### src/rtl/imem_loader.sv
// imem_loader: boot-time program loader for the mini CPU instruction memory.
// Accepts a byte stream over valid/ready (count byte, then 16-bit words sent
// high byte first, then an optional XOR checksum byte). Each word is written to
// the IMEM write port at consecutive addresses, and the CPU is held in reset
// until a session completes cleanly.
//
// Build option: define IMEM_LOADER_CHECKSUM_EN to expect a trailing checksum
// byte and report mismatches on err. Without it, err is tied low and cpu_hold
// is always released at the end of a session.
//
// Ports:
//   clk, rst        clock; asynchronous active-high reset
//   start           one-cycle session request, honoured only while idle
//   in_valid/in_data/in_ready  byte stream handshake
//   imem_we/imem_waddr/imem_wdata  IMEM write port, one strobe per word
//   cpu_hold        CPU reset hold, released after a successful session
//   busy            session in progress
//   done            one-cycle pulse at session end
//   err             checksum mismatch in the last session (sticky)
module imem_loader #(
  parameter int unsigned ADDR_W = 8
) (
  input  logic              clk,
  input  logic              rst,
  input  logic              start,
  input  logic              in_valid,
  input  logic [7:0]        in_data,
  output logic              in_ready,
  output logic              imem_we,
  output logic [ADDR_W-1:0] imem_waddr,
  output logic [15:0]       imem_wdata,
  output logic              cpu_hold,
  output logic              busy,
  output logic              done,
  output logic              err
);

  // Word counter must hold 256 (count byte 0).
  localparam int unsigned CNT_W = 9;

`ifdef IMEM_LOADER_CHECKSUM_EN
  typedef enum logic [2:0] {
    S_IDLE, S_LEN, S_HI, S_LO, S_CHK, S_FIN
  } state_t;
`else
  typedef enum logic [2:0] {
    S_IDLE, S_LEN, S_HI, S_LO, S_FIN
  } state_t;
`endif

  state_t           state;
  state_t           next_state;
  logic [CNT_W-1:0] word_cnt;
  logic [7:0]       hi_byte;
  logic             last_word;
  logic             take;
  logic             start_ok;

  // State register.
  always_ff @(posedge clk or posedge rst) begin
    if (rst) begin
      state <= S_IDLE;
    end else begin
      state <= next_state;
    end
  end

  // Next-state and handshake decode from the state register.
  always_comb begin
    next_state = state;
    in_ready   = 1'b0;
    last_word  = (word_cnt == CNT_W'(1));
    unique case (state)
      S_IDLE: begin
        if (start) next_state = S_LEN;
      end
      S_LEN: begin
        in_ready = 1'b1;
        if (in_valid) next_state = S_HI;
      end
      S_HI: begin
        in_ready = 1'b1;
        if (in_valid) next_state = S_LO;
      end
      S_LO: begin
        in_ready = 1'b1;
        if (in_valid) begin
`ifdef IMEM_LOADER_CHECKSUM_EN
          next_state = last_word ? S_CHK : S_HI;
`else
          next_state = last_word ? S_FIN : S_HI;
`endif
        end
      end
`ifdef IMEM_LOADER_CHECKSUM_EN
      S_CHK: begin
        in_ready = 1'b1;
        if (in_valid) next_state = S_FIN;
      end
`endif
      S_FIN: begin
        next_state = S_IDLE;
      end
      default: begin
        next_state = S_IDLE;
      end
    endcase
  end

  assign busy     = (state != S_IDLE);
  assign take     = in_valid && in_ready;
  assign start_ok = (state == S_IDLE) && start;

  // Word assembly, write port, address counter, hold and done.
  always_ff @(posedge clk or posedge rst) begin
    if (rst) begin
      word_cnt   <= '0;
      hi_byte    <= '0;
      imem_we    <= 1'b0;
      imem_waddr <= '0;
      imem_wdata <= '0;
      cpu_hold   <= 1'b1;
      done       <= 1'b0;
    end else begin
      imem_we <= 1'b0;
      done    <= (next_state == S_FIN);
      // Address advances at the end of the write cycle, so the strobe
      // sees a stable address for its whole cycle.
      if (imem_we) begin
        imem_waddr <= imem_waddr + ADDR_W'(1);
      end
      if (take) begin
        unique case (state)
          S_LEN: begin
            word_cnt <= (in_data == 8'd0) ? CNT_W'(256) : CNT_W'(in_data);
          end
          S_HI: begin
            hi_byte <= in_data;
          end
          S_LO: begin
            imem_we    <= 1'b1;
            imem_wdata <= {hi_byte, in_data};
            word_cnt   <= word_cnt - CNT_W'(1);
          end
          default: begin
          end
        endcase
      end
      // err is already final in FIN, so the hold drops one cycle later.
      if (state == S_FIN) begin
        cpu_hold <= err;
      end
      if (start_ok) begin
        imem_waddr <= '0;
        cpu_hold   <= 1'b1;
      end
    end
  end

`ifdef IMEM_LOADER_CHECKSUM_EN
  logic [7:0] csum;

  // Running XOR of data bytes; compared against the trailing checksum byte.
  always_ff @(posedge clk or posedge rst) begin
    if (rst) begin
      csum <= '0;
      err  <= 1'b0;
    end else if (start_ok) begin
      csum <= '0;
      err  <= 1'b0;
    end else if (take) begin
      if ((state == S_HI) || (state == S_LO)) begin
        csum <= csum ^ in_data;
      end else if (state == S_CHK) begin
        err <= (in_data != csum);
      end
    end
  end
`else
  assign err = 1'b0;
`endif

endmodule

### config.mk
export PLATFORM = sky130hd
export DESIGN_NAME = imem_loader
export DESIGN_NICKNAME = d
export VERILOG_FILES = /design/src/rtl/imem_loader.sv
export SDC_FILE = /design/constraint.sdc
export NUM_CORES = 1
export LEC_CHECK = 0
export BUFFER_PORTS_ARGS = -buffer_cell sky130_fd_sc_hd__buf_2
export CORE_MARGIN = 2
export CORE_UTILIZATION = 38
export CTS_BUF_LIST = sky130_fd_sc_hd__clkbuf_4 sky130_fd_sc_hd__clkbuf_8
export CTS_CLUSTER_DIAMETER = 80
export CTS_CLUSTER_SIZE = 14
export DETAILED_ROUTE_END_ITERATION = 10
export PLACE_DENSITY = 0.69
export SYNTH_ARGS = -nofsm -noshare
export SYNTH_HDL_FRONTEND = slang
export SYNTH_SLANG_ARGS = --single-unit
### constraint.sdc
create_clock -name clk -period 1.51 [get_ports clk]
set_input_delay 0.453 -clock clk [delete_from_list [all_inputs] [get_ports clk]]
set_output_delay 0.453 -clock clk [all_outputs]
set_load 0.03 [all_outputs]
==> metrics.md <==
| Metric | Value |
|---|---|
| Warnings, synthesis | 0 |
| Clk Tree Root Cell | sky130_fd_sc_hd__clkbuf_8 |
| Violations in the final reports | negative setup slack |
| Synth-to-Final Area Change | 34.3% |
| Outcome | finished with violations |
| Total Negative Setup Slacks | -0.349 ns |
| Die area | 6280 sq um |
| Chip Width | 79.3 um |
| Number of placed I/O pins | 42 |
| Post-Synthesis Mean Instance Area | 9.74 sq um |
| Worst Setup Path Type | reg -> out |
| Nature of the critical path startpoint | register |
| Area of the core | 5470 sq um |
| Routed len/inst | 14.6 um |
| DRT antenna net count | 0 |
| # hold bufs at CTS | 0 |
| Clock-pin slew of the registers on the worst-case setup and hold paths | 0.09 ns |
| Post-synth EDFFs | 0 |
| Data arrival time of the critical path | 1.23 ns |
| Via-to-Cell Ratio | 5.07 |
| DP HPWL | 3570 um |
| Cell with the biggest individual delay on the critical path | sky130_fd_sc_hd__or3_4 |
| Worst path required time | 1.06 ns |
| Highest Clock Rate | 0.594 GHz |
| Final Power | 0.00499 W |
| Pin count of the biggest net entering global routing | 27 |
| Critical path peak fanout | 2 |
| Number of H-tree branching levels | 2 |
| Layout cell share with drive strength beyond 1 | 37.2% |
| Final Hold Fails | 0 |
| Cell count along the critical path | 2 |
| Endpoint type of the worst setup path | output pin |
| Global route total overflow | 0 |
| Initial DRC count | 65 |
| Number of buffers on the longest clock path | 2 |
| Skew-Pair Late Insertion Delay | 0.31 ns |
| Drt total wl | 5280 um |
| Post-Synthesis Cells | 221 |
| Family of cells with the greatest summed delay on the critical path | simple AND/OR/NAND/NOR gates |
| Chip Height | 79.3 um |
| Final setup skew | 0.00990 ns |
| Count of port buffers added during placement | 40 |
| Post-layout net count | 304 |
| Setup repair after global routing missed its margin | true |
| Via count | 1837 |
| Register-to-register setup slack | -0.04 ns |
| Register area share after synthesis | 54.7% |
| Setup-failing EPs final | 3 |
| Worst path max stage delay | 0.40 ns |
| Final critical-path share of the clock period | 112% |
| Clock tree from TritonCTS | done |
| R2r worst-path depth | 7 |
| Count of standard-cell rows | 27 |
| Total clock buffers created by CTS | 5 |
| Number of register bits inferred by synthesis | 47 |
| First-pass iteration count of the detailed router | 4 |
| Worst Setup Slack, final | -0.175 ns |
| Routability-driven placement congestion ratio | 0.861 |
| Starting utilization of the core area | 39.3% |
| Top cells by count, synth | 56 x sky130_fd_sc_hd__nand2_1, 46 x sky130_fd_sc_hd__dfrtp_1, 22 x sky130_fd_sc_hd__nor2_1 |
| Antenna violations before repair | 0 |
| Synthesized netlist net count | 236 |
| Bufs and invs on worst path | 1 |
| Leading post-synthesis cells by cell area | sky130_fd_sc_hd__dfrtp_1 53%, sky130_fd_sc_hd__nand2_1 9.8%, sky130_fd_sc_hd__mux2_2 4.2%, sky130_fd_sc_hd__nor2_1 3.8%, sky130_fd_sc_hd__xor2_1 2.4% |
| Cell type with the largest total area after synthesis | sky130_fd_sc_hd__dfrtp_1 |
| Predominant post-synthesis flop cell | sky130_fd_sc_hd__dfrtp_1 |
| Final-report max-slew violation count | 0 |
| GRT Resource Usage Total | 17.0% |
| Sequence of cells on the critical path | or3_4, buf_6 |
| Standby leakage power | 1.44 nW |
| Power per unit of standard cell area | 1730 nW/um^2 |
| Minimum clock period | 1.68 ns |
| Top-count cell post-synth | sky130_fd_sc_hd__nand2_1 |
| Synth top area share | 53.5% |
| Class of the most critical hold timing path | in -> async |
| Max cap viols | 0 |
| Yosys cell types | 40 |
| Cell Area, Synth | 2150 sq um |
| Remaining design rule violation count | 0 |
| Global-route wire length before repair | 8260 um |
| Peak ir drop on the vdd network | 0.000703 V |
| Vias in the first global route | 1690 |
| Async set-reset flop share out of synthesis | 100% |
| Diodes inserted | 0 |
| TritonCTS Sinks | 47 |
==> cells by family after synthesis <==
family | after synthesis | synth area share, %
AO/OA/AOI/OAI | 27 | 7.55
adder cells (fa/ha/maj) | 3 | 1.74
multiplexers | 9 | 4.65
XOR/XNOR | 7 | 2.85
buffers and inverters | 15 | 3.14
other | 1 | 0.174
flip-flops | 47 | 54.7
AND/OR/NAND/NOR | 112 | 25.2
==> layout by cell type (no fill, tap or decap), types with 3 or more instances in the layout <==
| master | count |
|---|---|
| sky130_fd_sc_hd__nand2_1 | 56 |
| sky130_fd_sc_hd__dfrtp_1 | 44 |
| sky130_fd_sc_hd__buf_2 | 38 |
| sky130_fd_sc_hd__buf_4 | 23 |
| sky130_fd_sc_hd__nor2_1 | 19 |
| sky130_fd_sc_hd__mux2_4 | 8 |
| sky130_fd_sc_hd__a21oi_1 | 6 |
| sky130_fd_sc_hd__xor2_1 | 6 |
| sky130_fd_sc_hd__clkbuf_8 | 6 |
| sky130_fd_sc_hd__o21ai_1 | 5 |
| sky130_fd_sc_hd__nor3_1 | 5 |
| sky130_fd_sc_hd__buf_6 | 5 |
| sky130_fd_sc_hd__and3_1 | 4 |
| sky130_fd_sc_hd__inv_1 | 4 |
| sky130_fd_sc_hd__nand3b_1 | 3 |
| sky130_fd_sc_hd__a31oi_1 | 3 |
| sky130_fd_sc_hd__o21ai_0 | 3 |
| sky130_fd_sc_hd__nand4_1 | 3 |
| sky130_fd_sc_hd__ha_1 | 3 |
| sky130_fd_sc_hd__buf_12 | 3 |
==> per-stage QoR <==
step	hold WS [ns]	std cells	util, %	cell area, sq um	setup slack, ns
6_report	0.123	362	52.8	2890	-0.175
5_1_grt	0.138	362	52.8	2890	-0.213
4_1_cts	0.132	357	51.1	2800	-0.173
3_5_place_dp	0.453	346	47.8	2620	-0.00949
3_3_place_gp	0.451	346	47.8	2620	0.0268
2_1_floorplan	0.435	221	-	2170	-0.0538
==> registers in the layout, indices dropped and copies added, names as in the netlist <==
signal and count:
imem_wdata 16, word_cnt 9, hi_byte 8, imem_waddr 8
state 3, cpu_hold 1, done 1, imem_we 1
==> area by class of cell <==
type	instances	area [sq um]
clock inverters	1	8.76
fillers	509	2580
well taps	72	90.1
multi-input cells	159	1000
flip-flops and latches	47	1180
clock buffers	7	90.1
repair buffers	70	494
inverters	6	26.3
==> worst reg2reg max path, stage by stage (launching register included) <==
cell                      delay (ns)
sky130_fd_sc_hd__dfrtp_1        0.40
sky130_fd_sc_hd__buf_6          0.13
sky130_fd_sc_hd__buf_6          0.12
sky130_fd_sc_hd__buf_8          0.12
sky130_fd_sc_hd__and3b_2        0.21
sky130_fd_sc_hd__and3_4         0.20
sky130_fd_sc_hd__a31oi_1        0.16
sky130_fd_sc_hd__o22a_1         0.16
==> worst paths after layout <==
path	from	end
setup / recovery	state[0]	busy
hold / removal	rst	imem_wdata[15]
setup reg to reg	state[1]	word_cnt[6]
hold reg to reg	imem_wdata[4]	imem_wdata[4]
max in group asynchronous	rst	cpu_hold
min in group clk	in_data[7]	imem_wdata[7]
==> power by group <==
| group | internal [W] | switching, W | total (W) |
|---|---|---|---|
| clock | 0.000394 | 0.000429 | 0.000823 |
| combinational | 0.000814 | 0.00134 | 0.00215 |
| sequential | 0.00171 | 0.000305 | 0.00201 |
==> per-layer routing <==
metal	part of all wire, %	routed length (um)	vias to the layer above	GRT usage, %
met5	0	0	-	0
met4	2.8	150	0	6.38
met3	4.3	228	17	4.55
met2	48	2520	54	27.5
met1	45	2370	891	21.7
li1	-	-	875	-
==> timing repair <==
| action | CTS | global route |
|---|---|---|
| setup endpoints to repair | 2 | 20 |
| pin swaps | 3 | 9 |
| buffers inserted | 3 | 5 |
| gates resized for setup | 17 | 20 |
No activity file was read; power rests on OpenSTA's default activity.
